### config.mk
export PLATFORM = sky130hd
export DESIGN_NAME = data_path_hs
export DESIGN_NICKNAME = d
export VERILOG_FILES = /design/src/rtl/data_path_hs.sv
export SDC_FILE = /design/constraint.sdc
export NUM_CORES = 2
export LEC_CHECK = 0
export BUFFER_PORTS_ARGS = -buffer_cell sky130_fd_sc_hd__buf_2
export CAP_MARGIN = 20
export CORE_UTILIZATION = 60
export DETAILED_ROUTE_END_ITERATION = 7
export HOLD_SLACK_MARGIN = 0.05
export MAX_ROUTING_LAYER = met4
export PLACE_DENSITY = 0.77
export REMOVE_ABC_BUFFERS = 1
export SYNTH_ARGS = -nofsm -noshare
export SYNTH_HDL_FRONTEND = slang
export SYNTH_SLANG_ARGS = --single-unit
export TNS_END_PERCENT = 100
### constraint.sdc
create_clock -name clk -period 8.92 [get_ports clk]
set_input_delay 0.892 -clock clk [delete_from_list [all_inputs] [get_ports clk]]
set_output_delay 0.892 -clock clk [all_outputs]
set_load 0.1 [all_outputs]
### src/rtl/data_path_hs.sv
`default_nettype none
// ============================================================================
// Module      : data_path_hs
// Description : Multicycle RISC-V datapath with a valid/grant/response memory
//               handshake, parametrised register file, ALU flags, byte-lane
//               store alignment and sign/zero-extended loads.
//               Optional feature macro: MISALIGN_TRAP_EN (adds 'misaligned').
// Revision    : 1.0 - initial release
// ============================================================================
module data_path_hs #(
  parameter int              XLEN     = 32,
  parameter int              NREGS    = 32,
  parameter logic [XLEN-1:0] RESET_PC = '0
) (
  input  logic              clk,
  input  logic              reset,
  input  logic [2:0]        imm_src,
  input  logic [3:0]        alu_control,
  input  logic [1:0]        result_src,
  input  logic [1:0]        alu_src_a,
  input  logic [1:0]        alu_src_b,
  input  logic              reg_write,
  input  logic              pc_write,
  input  logic              adr_src,
  input  logic              mem_start,
  input  logic              mem_fetch,
  input  logic              mem_we,
  output logic              mem_req,
  output logic              mem_wr,
  output logic [XLEN-1:0]   mem_addr,
  output logic [XLEN/8-1:0] mem_be,
  output logic [XLEN-1:0]   mem_wdata,
  input  logic              mem_gnt,
  input  logic              mem_rvalid,
  input  logic [XLEN-1:0]   mem_rdata,
  output logic              busy,
  output logic              mem_done,
  output logic              zero,
  output logic              cout,
  output logic              overflow,
  output logic              sign,
`ifdef MISALIGN_TRAP_EN
  output logic              misaligned,
`endif
  output logic [31:0]       instr
);

  localparam int NB = XLEN / 8;
  localparam int LB = $clog2(NB);
  localparam int RW = $clog2(NREGS);
  localparam int SW = $clog2(XLEN);

  typedef enum logic [1:0] {
    S_IDLE = 2'd0,
    S_REQ  = 2'd1,
    S_RESP = 2'd2
  } mem_state_e;

  mem_state_e state_q, state_d;

  logic [XLEN-1:0] pc_q, old_pc_q, a_q, b_q, alu_out_q, data_q;
  logic [31:0]     instr_q;
  logic [XLEN-1:0] rf_q [NREGS];

  logic [XLEN-1:0] adr_q, wdata_q;
  logic [NB-1:0]   be_q;
  logic            fetch_q, we_q, done_q;
  logic [2:0]      f3_q;

  logic [31:0]     w_imm32;
  logic [XLEN-1:0] w_imm_ext, w_rd1, w_rd2, w_src_a, w_src_b, w_b_op;
  logic [XLEN:0]   w_sum;
  logic [SW-1:0]   w_shamt;
  logic [XLEN-1:0] w_alu_result, w_result, w_adr, w_ld_shift, w_ld_ext;
  logic            w_is_sub, w_cout, w_ovf;
  logic [RW-1:0]   w_rs1, w_rs2, w_rd;
  logic [NB-1:0]   w_size_mask, w_be;
  logic [XLEN-1:0] w_wdata;
  logic            w_start_acc, w_done_d, w_rsp_take;
  logic [LB-1:0]   w_off;
`ifdef MISALIGN_TRAP_EN
  logic            mis_q, w_mis_d, w_misaligned;
  logic [LB-1:0]   w_align_mask;
`endif

  assign w_rs1 = instr_q[15 +: RW];
  assign w_rs2 = instr_q[20 +: RW];
  assign w_rd  = instr_q[7 +: RW];
  assign w_rd1 = (w_rs1 == '0) ? '0 : rf_q[w_rs1];
  assign w_rd2 = (w_rs2 == '0) ? '0 : rf_q[w_rs2];

  // Immediate decode (I, S, B, J, U) sign-extended to XLEN
  always_comb begin
    w_imm32 = '0;
    case (imm_src)
      3'd0: w_imm32 = {{20{instr_q[31]}}, instr_q[31:20]};
      3'd1: w_imm32 = {{20{instr_q[31]}}, instr_q[31:25], instr_q[11:7]};
      3'd2: w_imm32 = {{20{instr_q[31]}}, instr_q[7], instr_q[30:25], instr_q[11:8], 1'b0};
      3'd3: w_imm32 = {{12{instr_q[31]}}, instr_q[19:12], instr_q[20], instr_q[30:21], 1'b0};
      3'd4: w_imm32 = {instr_q[31:12], 12'b0};
      default: w_imm32 = '0;
    endcase
    w_imm_ext = XLEN'($signed(w_imm32));
  end

  // ALU operand muxes, operation and flags
  always_comb begin
    case (alu_src_a)
      2'd0:    w_src_a = pc_q;
      2'd1:    w_src_a = old_pc_q;
      2'd2:    w_src_a = a_q;
      default: w_src_a = '0;
    endcase
    case (alu_src_b)
      2'd0:    w_src_b = b_q;
      2'd1:    w_src_b = w_imm_ext;
      2'd2:    w_src_b = XLEN'(4);
      default: w_src_b = '0;
    endcase
    w_is_sub     = (alu_control == 4'd1);
    w_b_op       = w_is_sub ? ~w_src_b : w_src_b;
    w_sum        = {1'b0, w_src_a} + {1'b0, w_b_op} + {{XLEN{1'b0}}, w_is_sub};
    w_shamt      = w_src_b[SW-1:0];
    w_alu_result = '0;
    w_cout       = 1'b0;
    w_ovf        = 1'b0;
    case (alu_control)
      4'd0, 4'd1: begin
        w_alu_result = w_sum[XLEN-1:0];
        w_cout       = w_sum[XLEN];
        w_ovf        = (w_src_a[XLEN-1] == w_b_op[XLEN-1]) &&
                       (w_sum[XLEN-1] != w_src_a[XLEN-1]);
      end
      4'd2: w_alu_result = w_src_a & w_src_b;
      4'd3: w_alu_result = w_src_a | w_src_b;
      4'd4: w_alu_result = w_src_a ^ w_src_b;
      4'd5: w_alu_result = XLEN'($signed(w_src_a) < $signed(w_src_b));
      4'd6: w_alu_result = XLEN'(w_src_a < w_src_b);
      4'd7: w_alu_result = w_src_a << w_shamt;
      4'd8: w_alu_result = w_src_a >> w_shamt;
      4'd9: w_alu_result = $signed(w_src_a) >>> w_shamt;
      default: w_alu_result = '0;
    endcase
  end

  assign zero     = (w_alu_result == '0);
  assign sign     = w_alu_result[XLEN-1];
  assign cout     = w_cout;
  assign overflow = w_ovf;

  // Result bus and memory address select
  always_comb begin
    case (result_src)
      2'd0:    w_result = alu_out_q;
      2'd1:    w_result = data_q;
      2'd2:    w_result = w_alu_result;
      default: w_result = w_imm_ext;
    endcase
    w_adr = adr_src ? w_result : pc_q;
  end

  // Store lane placement from the current address, funct3 and B
  always_comb begin
    w_off = w_adr[LB-1:0];
    case (instr_q[13:12])
      2'd0:    w_size_mask = NB'(1);
      2'd1:    w_size_mask = NB'(3);
      2'd2:    w_size_mask = NB'(15);
      default: w_size_mask = '1;
    endcase
    w_be    = mem_fetch ? '1 : (w_size_mask << w_off);
    w_wdata = b_q << {w_off, 3'b000};
`ifdef MISALIGN_TRAP_EN
    case (instr_q[13:12])
      2'd0:    w_align_mask = LB'(0);
      2'd1:    w_align_mask = LB'(1);
      2'd2:    w_align_mask = LB'(3);
      default: w_align_mask = LB'(7);
    endcase
    if (mem_fetch) w_align_mask = LB'(3);
    w_misaligned = |(w_off & w_align_mask);
`endif
  end

  // Load data: select addressed lane, then sign/zero-extend per funct3
  always_comb begin
    w_ld_shift = mem_rdata >> {adr_q[LB-1:0], 3'b000};
    case (f3_q)
      3'd0:    w_ld_ext = XLEN'($signed(w_ld_shift[7:0]));
      3'd1:    w_ld_ext = XLEN'($signed(w_ld_shift[15:0]));
      3'd2:    w_ld_ext = XLEN'($signed(w_ld_shift[31:0]));
      3'd4:    w_ld_ext = XLEN'(w_ld_shift[7:0]);
      3'd5:    w_ld_ext = XLEN'(w_ld_shift[15:0]);
      3'd6:    w_ld_ext = XLEN'(w_ld_shift[31:0]);
      default: w_ld_ext = w_ld_shift;
    endcase
  end

  // Register file: synchronous write, x0 writes discarded
  always_ff @(posedge clk or negedge reset) begin
    if (!reset) begin
      for (int i = 0; i < NREGS; i++) rf_q[i] <= '0;
    end else if (reg_write && (w_rd != '0)) begin
      rf_q[w_rd] <= w_result;
    end
  end

  // Architectural datapath registers
  always_ff @(posedge clk or negedge reset) begin
    if (!reset) begin
      pc_q      <= RESET_PC;
      old_pc_q  <= '0;
      a_q       <= '0;
      b_q       <= '0;
      alu_out_q <= '0;
      data_q    <= '0;
      instr_q   <= '0;
    end else begin
      a_q       <= w_rd1;
      b_q       <= w_rd2;
      alu_out_q <= w_alu_result;
      if (pc_write) pc_q <= w_result;
      if (w_rsp_take) begin
        if (fetch_q) begin
          instr_q  <= mem_rdata[31:0];
          old_pc_q <= pc_q;
        end else begin
          data_q   <= w_ld_ext;
        end
      end
    end
  end

  // Memory FSM next state and single-cycle control strobes
  always_comb begin
    state_d     = state_q;
    w_start_acc = 1'b0;
    w_done_d    = 1'b0;
    w_rsp_take  = 1'b0;
`ifdef MISALIGN_TRAP_EN
    w_mis_d     = 1'b0;
`endif
    case (state_q)
      S_IDLE: begin
        if (mem_start) begin
`ifdef MISALIGN_TRAP_EN
          if (w_misaligned) begin
            w_mis_d  = 1'b1;
            w_done_d = 1'b1;
          end else
`endif
          begin
            w_start_acc = 1'b1;
            state_d     = S_REQ;
          end
        end
      end
      S_REQ: begin
        if (mem_gnt) begin
          if (we_q) begin
            state_d  = S_IDLE;
            w_done_d = 1'b1;
          end else begin
            state_d  = S_RESP;
          end
        end
      end
      S_RESP: begin
        if (mem_rvalid) begin
          state_d    = S_IDLE;
          w_done_d   = 1'b1;
          w_rsp_take = 1'b1;
        end
      end
      default: state_d = S_IDLE;
    endcase
  end

  // Memory FSM state and request latches held stable through REQ
  always_ff @(posedge clk or negedge reset) begin
    if (!reset) begin
      state_q <= S_IDLE;
      adr_q   <= '0;
      wdata_q <= '0;
      be_q    <= '0;
      fetch_q <= 1'b0;
      we_q    <= 1'b0;
      f3_q    <= '0;
      done_q  <= 1'b0;
`ifdef MISALIGN_TRAP_EN
      mis_q   <= 1'b0;
`endif
    end else begin
      state_q <= state_d;
      done_q  <= w_done_d;
`ifdef MISALIGN_TRAP_EN
      mis_q   <= w_mis_d;
`endif
      if (w_start_acc) begin
        adr_q   <= w_adr;
        wdata_q <= w_wdata;
        be_q    <= w_be;
        fetch_q <= mem_fetch;
        we_q    <= mem_we;
        f3_q    <= instr_q[14:12];
      end
    end
  end

  assign mem_req   = (state_q == S_REQ);
  assign mem_wr    = mem_req & we_q;
  assign mem_addr  = {adr_q[XLEN-1:LB], {LB{1'b0}}};
  assign mem_be    = be_q;
  assign mem_wdata = wdata_q;
  assign busy      = (state_q != S_IDLE);
  assign mem_done  = done_q;
  assign instr     = instr_q;
`ifdef MISALIGN_TRAP_EN
  assign misaligned = mis_q;
`endif

endmodule
`default_nettype wire

==> run summary <==
Status: completed
CP arrival: 7.19 ns
Fmax: 124 MHz
Yosys cell types: 102
WS Path Type: register to primary output
Final clock skew: 0.0619 ns
CP bufs+invs: 3
Slew HR: 16.6%
Leak: 35.7 nW
Ys Warns: 0
Compound-Gate Fraction of Synth Area: 14.0%
Initial core utilization: 60.4%
Die width: 355 µm
Sequential power share: 33.8%
First-pass GRT wire length: 449 mm
# IOs: 163
Port bufs: 160
Clock share of power: 20.5%
Hold-fix buffers, CTS: 0
Hold Crit Class: primary input to async pin
Post-synth ARST share: 100%
# setup viols final: 0
Clock Path Buffers: 3
DRC viols: 0
Vias in the first global route: 63600
Post-synthesis mux area share: 24.5%
TritonCTS clock tree: built
Most common cell on crit path: a21oi_1
Most frequent cells in the layout: dfrtp_1 (1313), nand2_1 (1236), o21ai_0 (1105)
Internal power: 15.8 mW
WP data required: 8.03 ns
Worst Tran Pin Value: 1.25 ns
Pre-antenna DRT Iters: 7
CP endpoint kind: primary output
Crit-path slowest cell: dfrtp_1
Core area: 0.123 mm²
Switching portion of total power: 44.9%
Sw Pwr: 12.9 mW
Height of the chip: 355 µm
Row cnt: 129
GPL Wtd Cong: 1.10
Max-Cap Viols: 0
Total Power: 28.7 mW
Hold_ws: 0.0764 ns
Overall routed net length: 314 mm
H-tree depth reported by CTS: 4
Root Buffer: clkbuf_16
Sequential fraction of the synthesis area: 44.4%
Post-synthesis xor/xnor area fraction: 0.712%
Share of layout cells above drive strength 1: 21.6%
RSZ-0062 raised after global routing: false
Setup crit start kind: register
ANT nets after route: 0
Vias per cell: 7.51
Part of the power in combinational logic: 45.7%
Tmin final: 8.08 ns
Layout area overhead: 9.47%
Post-CTS Setup Bufs: 0
Die ar.: 0.126 mm²
CTS Buf Count: 137
Simple-gate share of the synthesized area: 9.59%
Remaining Overflow, GRT: 0
Worst-skew pair later-pin latency: 0.81 ns
Initial antenna violation count: 30
Pins Over Slew Limit: 0
Max incr delay on CP: 0.65 ns
Synth Instances: 6914
Main combinational cell family by area after synthesis: multiplexers
Hpwl dp: 208 mm
Synthesized area: 0.0746 mm²
Fill count: 8621
CP delay by family, top: compound AO/OA/AOI/OAI gates
DR vias: 63900
Final Hold Fails: 0
Crit share post-route: 90.6%
Post-CTS sizing: 0
Pwr dens: 352 mW/mm²
Nets: 6929
Wire per inst: 36.8 µm
Drt initial violations: 10100
Total track usage: 51.7%
Peak supply drop: 0.383 mV
Worst-path cell chain: nand2b_1 > a21oi_1 > a21oi_1 > a211oi_1 > xor2_1 > ha_1 > a21oi_1 > o21ai_0 > or3_1 > a21oi_1 > o21ai_1 > a21oi_1 > o21bai_1 > xor2_1 > a211oi_1 > buf_4 > nand3_1 > nor4_2 > buf_4 > buf_12
Reg clk slew, reported paths: 0.06 ns
Post-synthesis register bit count: 1324
Synth Flop Type: dfrtp_1
Clock tree sinks: 1324
Largest net degree at the start of global routing: 197
Largest fanout on the critical path: 8
Post-synth EDFFs: 0
Post-Synth Adder-Cell Area: 2.24%
Commonest non-fill, non-tap cell in the layout: dfrtp_1
Synthesized area per cell: 10.8 µm²
final cells by class:
type | instances | area (µm²) | share of cell area (%)
timing repair buffer | 388 | 2760 | 3.37
inverter | 124 | 467 | 0.571
clock inverter | 55 | 677 | 0.828
antenna | 26 | 65.1 | 0.0796
clock buffer | 195 | 3960 | 4.84
sequential | 1324 | 33200 | 40.6
multi-input combinational | 4766 | 38600 | 47.2
tap | 1637 | 2050 | 2.51
cell families (layout without fill, tap and decap cells):
group	count (synthesis)	after routing
buf+inv	825	762
compound gates	1810	1810
xor+xnor	59	59
mux	1009	1009
simple gates	1753	1753
fa+ha+maj	133	133
other cells	1	28
flops	1324	1324
cell usage after synthesis (all sizes together) (29+ instances only):
library cell     n  share of area [%]
nand2         1268                6.4
a31oi           37               0.31
a22oi           50               0.51
o21ai         1160                7.8
mux2i          255                3.4
clkbuf         520                2.6
dfrtp         1324                 44
mux4           643                 19
mux2           111                1.7
xor2            36               0.43
inv            121               0.61
nand3           52               0.35
nor2           235                1.2
o31ai           43               0.46
buf            181                1.2
a211oi          50               0.52
o221ai          29               0.34
ha             132                2.2
nor3            62               0.43
a21oi          196                1.3
o211ai          44               0.45
sequential cells by signal, summed over array words and instances, names as in the netlist:
register   cells
alu_out_q     32
f3_q           3
old_pc_q      32
rf_q        1024
fetch_q        1
mem_wdata     32
adr_q         32
b_q           32
we_q           1
a_q           32
pc_q          32
state_q        2
mem_done       1
instr         32
mem_be         4
data_q        32
worst paths after layout:
kind | start | end | slack, ns | depth (start not counted)
min in group clk | mem_we | we_q$_DFFE_PN0P_ | 0.34 | 3
max reg2reg | instr[31]$_DFFE_PN0P_ | adr_q[29]$_DFFE_PN0P_ | 2.18 | 20
min | reset | old_pc_q[31]$_DFFE_PN0P_ | 0.08 | 1
max in group asynchronous | reset | instr[21]$_DFFE_PN0P_ | 6.56 | 3
min reg2reg | rf_q[1010]$_DFFE_PN0P_ | rf_q[1010]$_DFFE_PN0P_ | 0.40 | 0
max | instr[31]$_DFFE_PN0P_ | zero | 0.84 | 20
per-stage QoR:
stage                     worst slack (ns)  instances  setup TNS (ns)  utilization (%)  instance area, µm²
final                                0.839       8515               0             66.2               81700
after global routing                 0.508       8509               0             66.2               81700
after CTS                            0.942       8483               0             66.1               81600
after detailed placement              1.11       8233               0             62.3               77000
after global placement                1.03       8226               0             62.3               76900
after floorplan                     -10.29       6214        -9394.18                -               71800
routing by layer:
| layer | GRT usage, % | wire [µm] |
|---|---|---|
| met1 | 64.6 | 111000 |
| met2 | 72.3 | 136000 |
| met5 | - | 0 |
| met3 | 17.3 | 41800 |
| met4 | 33.3 | 24700 |
power groups by stage:
| stage | clock (mW) | combinational [mW] | sequential, mW |
|---|---|---|---|
| after floorplan | 0 | 7.37 | 11.1 |
| after global placement | 0 | 12.4 | 9.40 |
| after detailed placement | 0 | 12.7 | 9.59 |
| after CTS | 5.87 | 12.8 | 9.55 |
| after global routing | 6.10 | 13.7 | 9.79 |
| final | 5.89 | 13.1 | 9.71 |
(Power assumes the default switching activity.)
